[src/rtl/sram_pkg.sv]
// Shared definitions for the on-chip SRAM buffer family: clear-sequencer
// state encoding, byte-lane width and the write-first byte merge helper.
package sram_pkg;

  typedef enum logic {
    ST_IDLE  = 1'b0,
    ST_CLEAR = 1'b1
  } clr_state_e;

  localparam int BYTE_W = 8;

  // Write-first merge for one byte lane: the new byte wins where enabled.
  function automatic logic [BYTE_W-1:0] be_merge(
    input logic [BYTE_W-1:0] old_byte,
    input logic [BYTE_W-1:0] new_byte,
    input logic              be
  );
    return be ? new_byte : old_byte;
  endfunction

endpackage

[src/rtl/sram_clr_seq.sv]
// Clear sequencer: walks every word address once, after reset or on request,
// and flags the array as busy while it does so.
module sram_clr_seq
  import sram_pkg::*;
#(
  parameter int DEPTH  = 64,
  parameter int ADDR_W = $clog2(DEPTH)
) (
  input  logic              clk,
  input  logic              rst_n,
  input  logic              clr_req,
  output logic              clr_busy,
  output logic              clr_we,
  output logic [ADDR_W-1:0] clr_addr
);

  localparam logic [ADDR_W-1:0] LAST_ADDR = ADDR_W'(DEPTH - 1);

  clr_state_e        state;
  logic [ADDR_W-1:0] clr_ptr;

  // NOTE: sequential state uses non-blocking assignments only, so every
  // flop samples the pre-edge values and simulation matches the netlist.
  always_ff @(posedge clk or negedge rst_n) begin
    if (!rst_n) begin
      state   <= ST_CLEAR;
      clr_ptr <= '0;
    end else begin
      case (state)
        ST_CLEAR: begin
          if (clr_ptr == LAST_ADDR) begin
            state   <= ST_IDLE;
            clr_ptr <= '0;
          end else begin
            clr_ptr <= clr_ptr + ADDR_W'(1);
          end
        end
        default: begin
          if (clr_req) begin
            state   <= ST_CLEAR;
            clr_ptr <= '0;
          end
        end
      endcase
    end
  end

  assign clr_busy = (state == ST_CLEAR);
  assign clr_we   = (state == ST_CLEAR);
  assign clr_addr = clr_ptr;

endmodule

[src/rtl/sram_1r1w_be_clr.sv]
// Simple dual-port SRAM (1 write + 1 read per cycle) with per-byte write
// enables, write-first bypass, 1- or 2-cycle read latency and hardware clear.
module sram_1r1w_be_clr
  import sram_pkg::*;
#(
  parameter int                DATA_W  = 64,
  parameter int                DEPTH   = 64,
  parameter int                ADDR_W  = $clog2(DEPTH),
  parameter int                RD_LAT  = 1,
  parameter logic [DATA_W-1:0] CLR_VAL = '0
) (
  input  logic                       clk,
  input  logic                       rst_n,
  input  logic                       clr_req,
  output logic                       clr_busy,
  input  logic                       wr_en,
  input  logic [ADDR_W-1:0]          wr_addr,
  input  logic [DATA_W/BYTE_W-1:0]   wr_be,
  input  logic [DATA_W-1:0]          wr_data,
  input  logic                       rd_en,
  input  logic [ADDR_W-1:0]          rd_addr,
  output logic                       rd_valid,
  output logic [DATA_W-1:0]          rd_data
);

  localparam int                NB      = DATA_W / BYTE_W;
  localparam logic [ADDR_W:0]   DEPTH_L = (ADDR_W + 1)'(DEPTH);

  logic              clr_we;
  logic [ADDR_W-1:0] clr_addr;

  sram_clr_seq #(
    .DEPTH  (DEPTH),
    .ADDR_W (ADDR_W)
  ) u_clr_seq (
    .clk      (clk),
    .rst_n    (rst_n),
    .clr_req  (clr_req),
    .clr_busy (clr_busy),
    .clr_we   (clr_we),
    .clr_addr (clr_addr)
  );

  // Host accesses are accepted only while the sequencer is idle.
  logic wr_in_range, rd_in_range, wr_fire, rd_fire, bypass;

  assign wr_in_range = ({1'b0, wr_addr} < DEPTH_L);
  assign rd_in_range = ({1'b0, rd_addr} < DEPTH_L);
  assign wr_fire     = wr_en && !clr_busy && wr_in_range;
  assign rd_fire     = rd_en && !clr_busy;
  assign bypass      = wr_fire && (wr_addr == rd_addr);

  logic [DATA_W-1:0] mem [DEPTH];

  // NOTE: the array has no reset so it can map onto SRAM macros / block RAM;
  // the clear sequencer gives it a defined content instead.
  always_ff @(posedge clk) begin
    if (clr_we) begin
      mem[clr_addr] <= CLR_VAL;
    end else if (wr_fire) begin
      for (int i = 0; i < NB; i++) begin
        if (wr_be[i]) mem[wr_addr][i*BYTE_W +: BYTE_W] <= wr_data[i*BYTE_W +: BYTE_W];
      end
    end
  end

  logic [DATA_W-1:0] rd_word;

  // NOTE: rd_word gets a default before any branch so no latch is inferred.
  always_comb begin
    rd_word = CLR_VAL;
    if (rd_in_range) begin
      rd_word = mem[rd_addr];
      if (bypass) begin
        for (int i = 0; i < NB; i++) begin
          rd_word[i*BYTE_W +: BYTE_W] = be_merge(mem[rd_addr][i*BYTE_W +: BYTE_W],
                                                 wr_data[i*BYTE_W +: BYTE_W], wr_be[i]);
        end
      end
    end
  end

  // First read stage captures the word at the accept edge; data holds otherwise.
  logic              s1_valid;
  logic [DATA_W-1:0] s1_data;

  always_ff @(posedge clk or negedge rst_n) begin
    if (!rst_n) begin
      s1_valid <= 1'b0;
      s1_data  <= '0;
    end else begin
      s1_valid <= rd_fire;
      if (rd_fire) s1_data <= rd_word;
    end
  end

  if (RD_LAT == 2) begin : g_lat2
    logic              s2_valid;
    logic [DATA_W-1:0] s2_data;

    always_ff @(posedge clk or negedge rst_n) begin
      if (!rst_n) begin
        s2_valid <= 1'b0;
        s2_data  <= '0;
      end else begin
        s2_valid <= s1_valid;
        if (s1_valid) s2_data <= s1_data;
      end
    end

    assign rd_valid = s2_valid;
    assign rd_data  = s2_data;
  end else begin : g_lat1
    assign rd_valid = s1_valid;
    assign rd_data  = s1_data;
  end

endmodule

[config.mk]
export PLATFORM = sky130hd
export DESIGN_NAME = sram_1r1w_be_clr
export DESIGN_NICKNAME = d
export VERILOG_FILES = /design/src/rtl/sram_pkg.sv /design/src/rtl/sram_clr_seq.sv /design/src/rtl/sram_1r1w_be_clr.sv
export SDC_FILE = /design/constraint.sdc
export NUM_CORES = 2
export LEC_CHECK = 0
export CORE_MARGIN = 10
export CORE_UTILIZATION = 45
export DETAILED_ROUTE_END_ITERATION = 8
export PLACE_DENSITY_LB_ADDON = 0.3
export SYNTH_ARGS = -nofsm -noshare
export SYNTH_HDL_FRONTEND = slang
export SYNTH_HIERARCHICAL = 1
export SYNTH_SLANG_ARGS = --single-unit
export TNS_END_PERCENT = 50
[constraint.sdc]
create_clock -name clk -period 3.2 [get_ports clk]
set_clock_uncertainty 0.1 [all_clocks]
set_input_delay 0.64 -clock clk [delete_from_list [all_inputs] [get_ports clk]]
set_output_delay 0.64 -clock clk [all_outputs]
set_load 0.05 [all_outputs]
==> flow_summary.json <==
{
  "outcome": "finished, violations left",
  "worst_ep_required_time_ps": 3790,
  "grt_pass1_wl_um": 666300,
  "critPathArrivalTime_ps": 3890,
  "multi_input_area_um2": 38080,
  "synthMuxAreaShare": 0.1296,
  "drt_wl_total_um": 475100,
  "synth.cell_area_um2": 162600,
  "synth_xor_xnor_area_share": 0.0003769,
  "drt-pass1-iter-count": 7,
  "synth_nets": 8608,
  "grt_max_degree": 73,
  "synth_cell_type_count": 53,
  "period_minus_slack_ps": 3297,
  "port_buffers": 154,
  "drt_iter0_drc": 11940,
  "core_um2": 359500,
  "drv_slew": 0,
  "cts_sinks": 4168,
  "tritoncts": "yes",
  "postLayoutCellArea_um2": 199900,
  "relSlewSlack": 0.2933,
  "critPathMostFrequentCell": "buf_6",
  "synth_area_leaders": "edfxtp_1 (76%), mux4_2 (7.1%), mux2i_1 (3.6%), mux2_2 (2.2%), nor3_1 (1.8%)",
  "first_global_vias": 90950,
  "numPlacedInstances": 14240,
  "tightest_slew_ps": 1060,
  "wl_per_cell_um": 31.55,
  "start_util": 0.4524,
  "drc": 0,
  "syn2layout_area_growth_pct": 22.88,
  "synth_simple_gate_area_frac": 0.03593,
  "regArea_um2": 124800,
  "stdcell_count": 15060,
  "post_dp_cell_area_um2": 182300,
  "cts_root_buf": "clkbuf_16",
  "ys_seq_elements": 4168,
  "fin_ws_ps": -97.45,
  "yosys_warnings": 6,
  "violations": "negative setup slack",
  "dp_hpwl_um": 312200,
  "clk_pin_slew_ps": 70,
  "cp_num_buf_inv": 10,
  "synthArstFlopShare": 0.01727,
  "die_h_um": 621.2,
  "fillers": 26820,
  "ys.flop_type": "edfxtp_1",
  "synth_edf_count": 4096,
  "grt_util_all_layers": 0.2341,
  "path_delay_family": "buffers and inverters",
  "worst_path_max_delay_cell": "dfstp_2",
  "nets": 10030,
  "crit_fanout": 7,
  "peakVddDrop_mv": 0.7370,
  "drv_cap": 0,
  "cts_buffer_depth": 4,
  "worst_hold_slack_ps": 197.8,
  "hold_class": "input pin to async pin",
  "synth_adder_area_share": 0.00007693,
  "setup_viol": 495,
  "synth_top_area_share": 0.7562,
  "die_w_um": 621.2,
  "synth_compound_area_frac": 0.05071,
  "ant_nets": 0,
  "cp-start-kind": "flop",
  "p_per_area_nw_per_um2": 638.2,
  "synth_top_family_by_area": "multiplexers",
  "antenna_found_initial": 26,
  "worstSetupPathType": "flop to flop",
  "fmax_mhz": 303.3,
  "boundaryPins": 155,
  "crit_chain": "buf_12, nor3b_4, a21boi_4, buf_12, buf_12, mux2i_4, buf_6, buf_6, buf_6, nand4_1, buf_6, buf_16, buf_12, nor3_4, buf_6",
  "yosysTopAreaCell": "edfxtp_1",
  "power.leakage_nw": 67.38,
  "cts_made_buffers": 401,
  "drive_gt1_frac": 0.3253,
  "num_vias": 91860,
  "row_count": 220,
  "grt-ovfl-total": 0,
  "gp_congestion": 0.9157,
  "htree_levels": 5,
  "clk_latency_ps": 990,
  "critPathMaxStageDelay_ps": 380,
  "rsz0062_at_grt": "true",
  "finalHoldViolations": 0,
  "dieArea_um2": 385900,
  "syn_inst": 8518,
  "utilization": 0.5560,
  "yosysSeqAreaShare": 0.7673,
  "rr_startpoint": "u_clr_seq/clr_busy$_DFF_PN1_",
  "crit_start": "u_clr_seq/clr_busy$_DFF_PN1_",
  "timing.final.crit_share": 1.030,
  "end_kind": "flop",
  "via_per_inst": 6.100,
  "syn_avg_cell_area_um2": 19.09
}
-- routing by layer --
layer	part of all wire	track usage	wire [um]	up-vias
li1	-	-	-	38220
met1	0.38	0.3211	182400	47440
met2	0.46	0.3644	219600	5210
met3	0.096	0.03939	45580	988
met4	0.058	0.1168	27450	8
met5	0.00012	0	58	-
-- path summary, 6_finish.rpt --
path / endpoint / slack [ps] / cells past startpoint
min in group clk: rd_data[51]$_DFFE_PN0P_ / 230 / 3
max: mem[50][35]$_DFFE_PP_ / -100 / 15
min: rd_data[23]$_DFFE_PN0P_ / 200 / 2
min reg2reg: rd_data[47]$_DFFE_PN0P_ / 490 / 3
max reg2reg: mem[50][35]$_DFFE_PP_ / -100 / 15
max in group asynchronous: rd_data[10]$_DFFE_PN0P_ / 1990 / 2
-- synthesized netlist by cell type (2+ instances only) --
library cell	number
buf_4	6
buf_2	164
nand4b_1	3
and2_1	129
o221ai_1	29
a31oi_1	78
nand2_1	77
a22oi_1	290
mux2_2	320
nor2b_1	131
nand3_1	4
o22ai_1	384
edfxtp_1	4096
nor4_2	2
nor2_1	33
o211ai_1	36
nor3_1	578
nand4_1	18
nor4_1	2
buf_1	91
mux2_4	4
or4_1	65
mux2i_1	579
mux4_2	512
clkbuf_1	368
and3_1	8
a21oi_1	69
o21ai_0	69
mux2i_4	3
dfrtp_1	71
o21bai_1	2
nand2b_1	6
a211oi_1	256
inv_1	2
or3_1	8
xor2_1	6
nand4bb_1	3
-- area by class of cell --
class	instances	area share
clock inverters	264	0.01366
flip-flops and latches	4168	0.6244
repair buffers	1649	0.08870
clock buffers	467	0.05254
well taps	4773	0.02988
inverters	3	0.00006260
diodes	19	0.0002379
multi-input cells	3717	0.1905
-- stage by stage --
step,setup slack [ps],power [mW],TNS [ps]
after floorplan,-318.3,70.72,-1783920
after global placement,-1690,78.57,-3442400
final,-97.45,127.6,-11380
after global routing,-141.2,130.9,-74070
after detailed placement,-1482,78.84,-3434960
after CTS,-41.24,126.5,-4375
-- power breakdown --
group | switching [mW] | internal [mW] | total, mW
sequential | 1.08 | 62.1 | 63.2
combinational | 10.8 | 5.90 | 16.7
clock | 20.4 | 27.3 | 47.7
total | 32.3 | 95.2 | 128
-- placed cells by master (no fill, tap or decap), types with 83 or more instances in the layout --
cell,synthesis,layout
edfxtp_1,4096,4096
buf_4,6,984
mux2i_1,579,578
mux4_2,512,512
clkbuf_16,0,418
o22ai_1,384,384
mux2_2,320,320
buf_12,0,300
a22oi_1,290,290
nor3_1,578,287
a211oi_1,256,256
buf_6,1,185
nor3_4,0,157
nor3_2,0,134
clkdlybuf4s50_1,0,134
nor2b_1,131,128
clkinv_2,0,83
-- what timing repair did --
action                                 4_1_cts  5_1_grt
hold buffers                                 1        0
pin swaps                                   10       60
gates resized for setup                    197      508
setup endpoints to repair                 3640     2997
endpoints found under the hold margin       46        0
cloned                                       5       14
setup buffers                               27       21
-- kinds of logic after synthesis --
logic type / after synthesis
AOI/OAI and AO/OA: 1216
xor gates and xnor gates: 7
adders and majority gates: 1
buffers and inverters: 633
DFF: 4168
muxes: 1419
and+or+nand+nor: 1074
-- flip-flops by register name, summed over array words and instances, names as in the netlist --
| register | flops |
|---|---|
| mem | 4096 |
| rd_data | 64 |
| rd_valid | 1 |
| u_clr_seq/clr_addr | 6 |
| u_clr_seq/clr_busy | 1 |
Note: power is estimated with default switching activity, not from simulation.
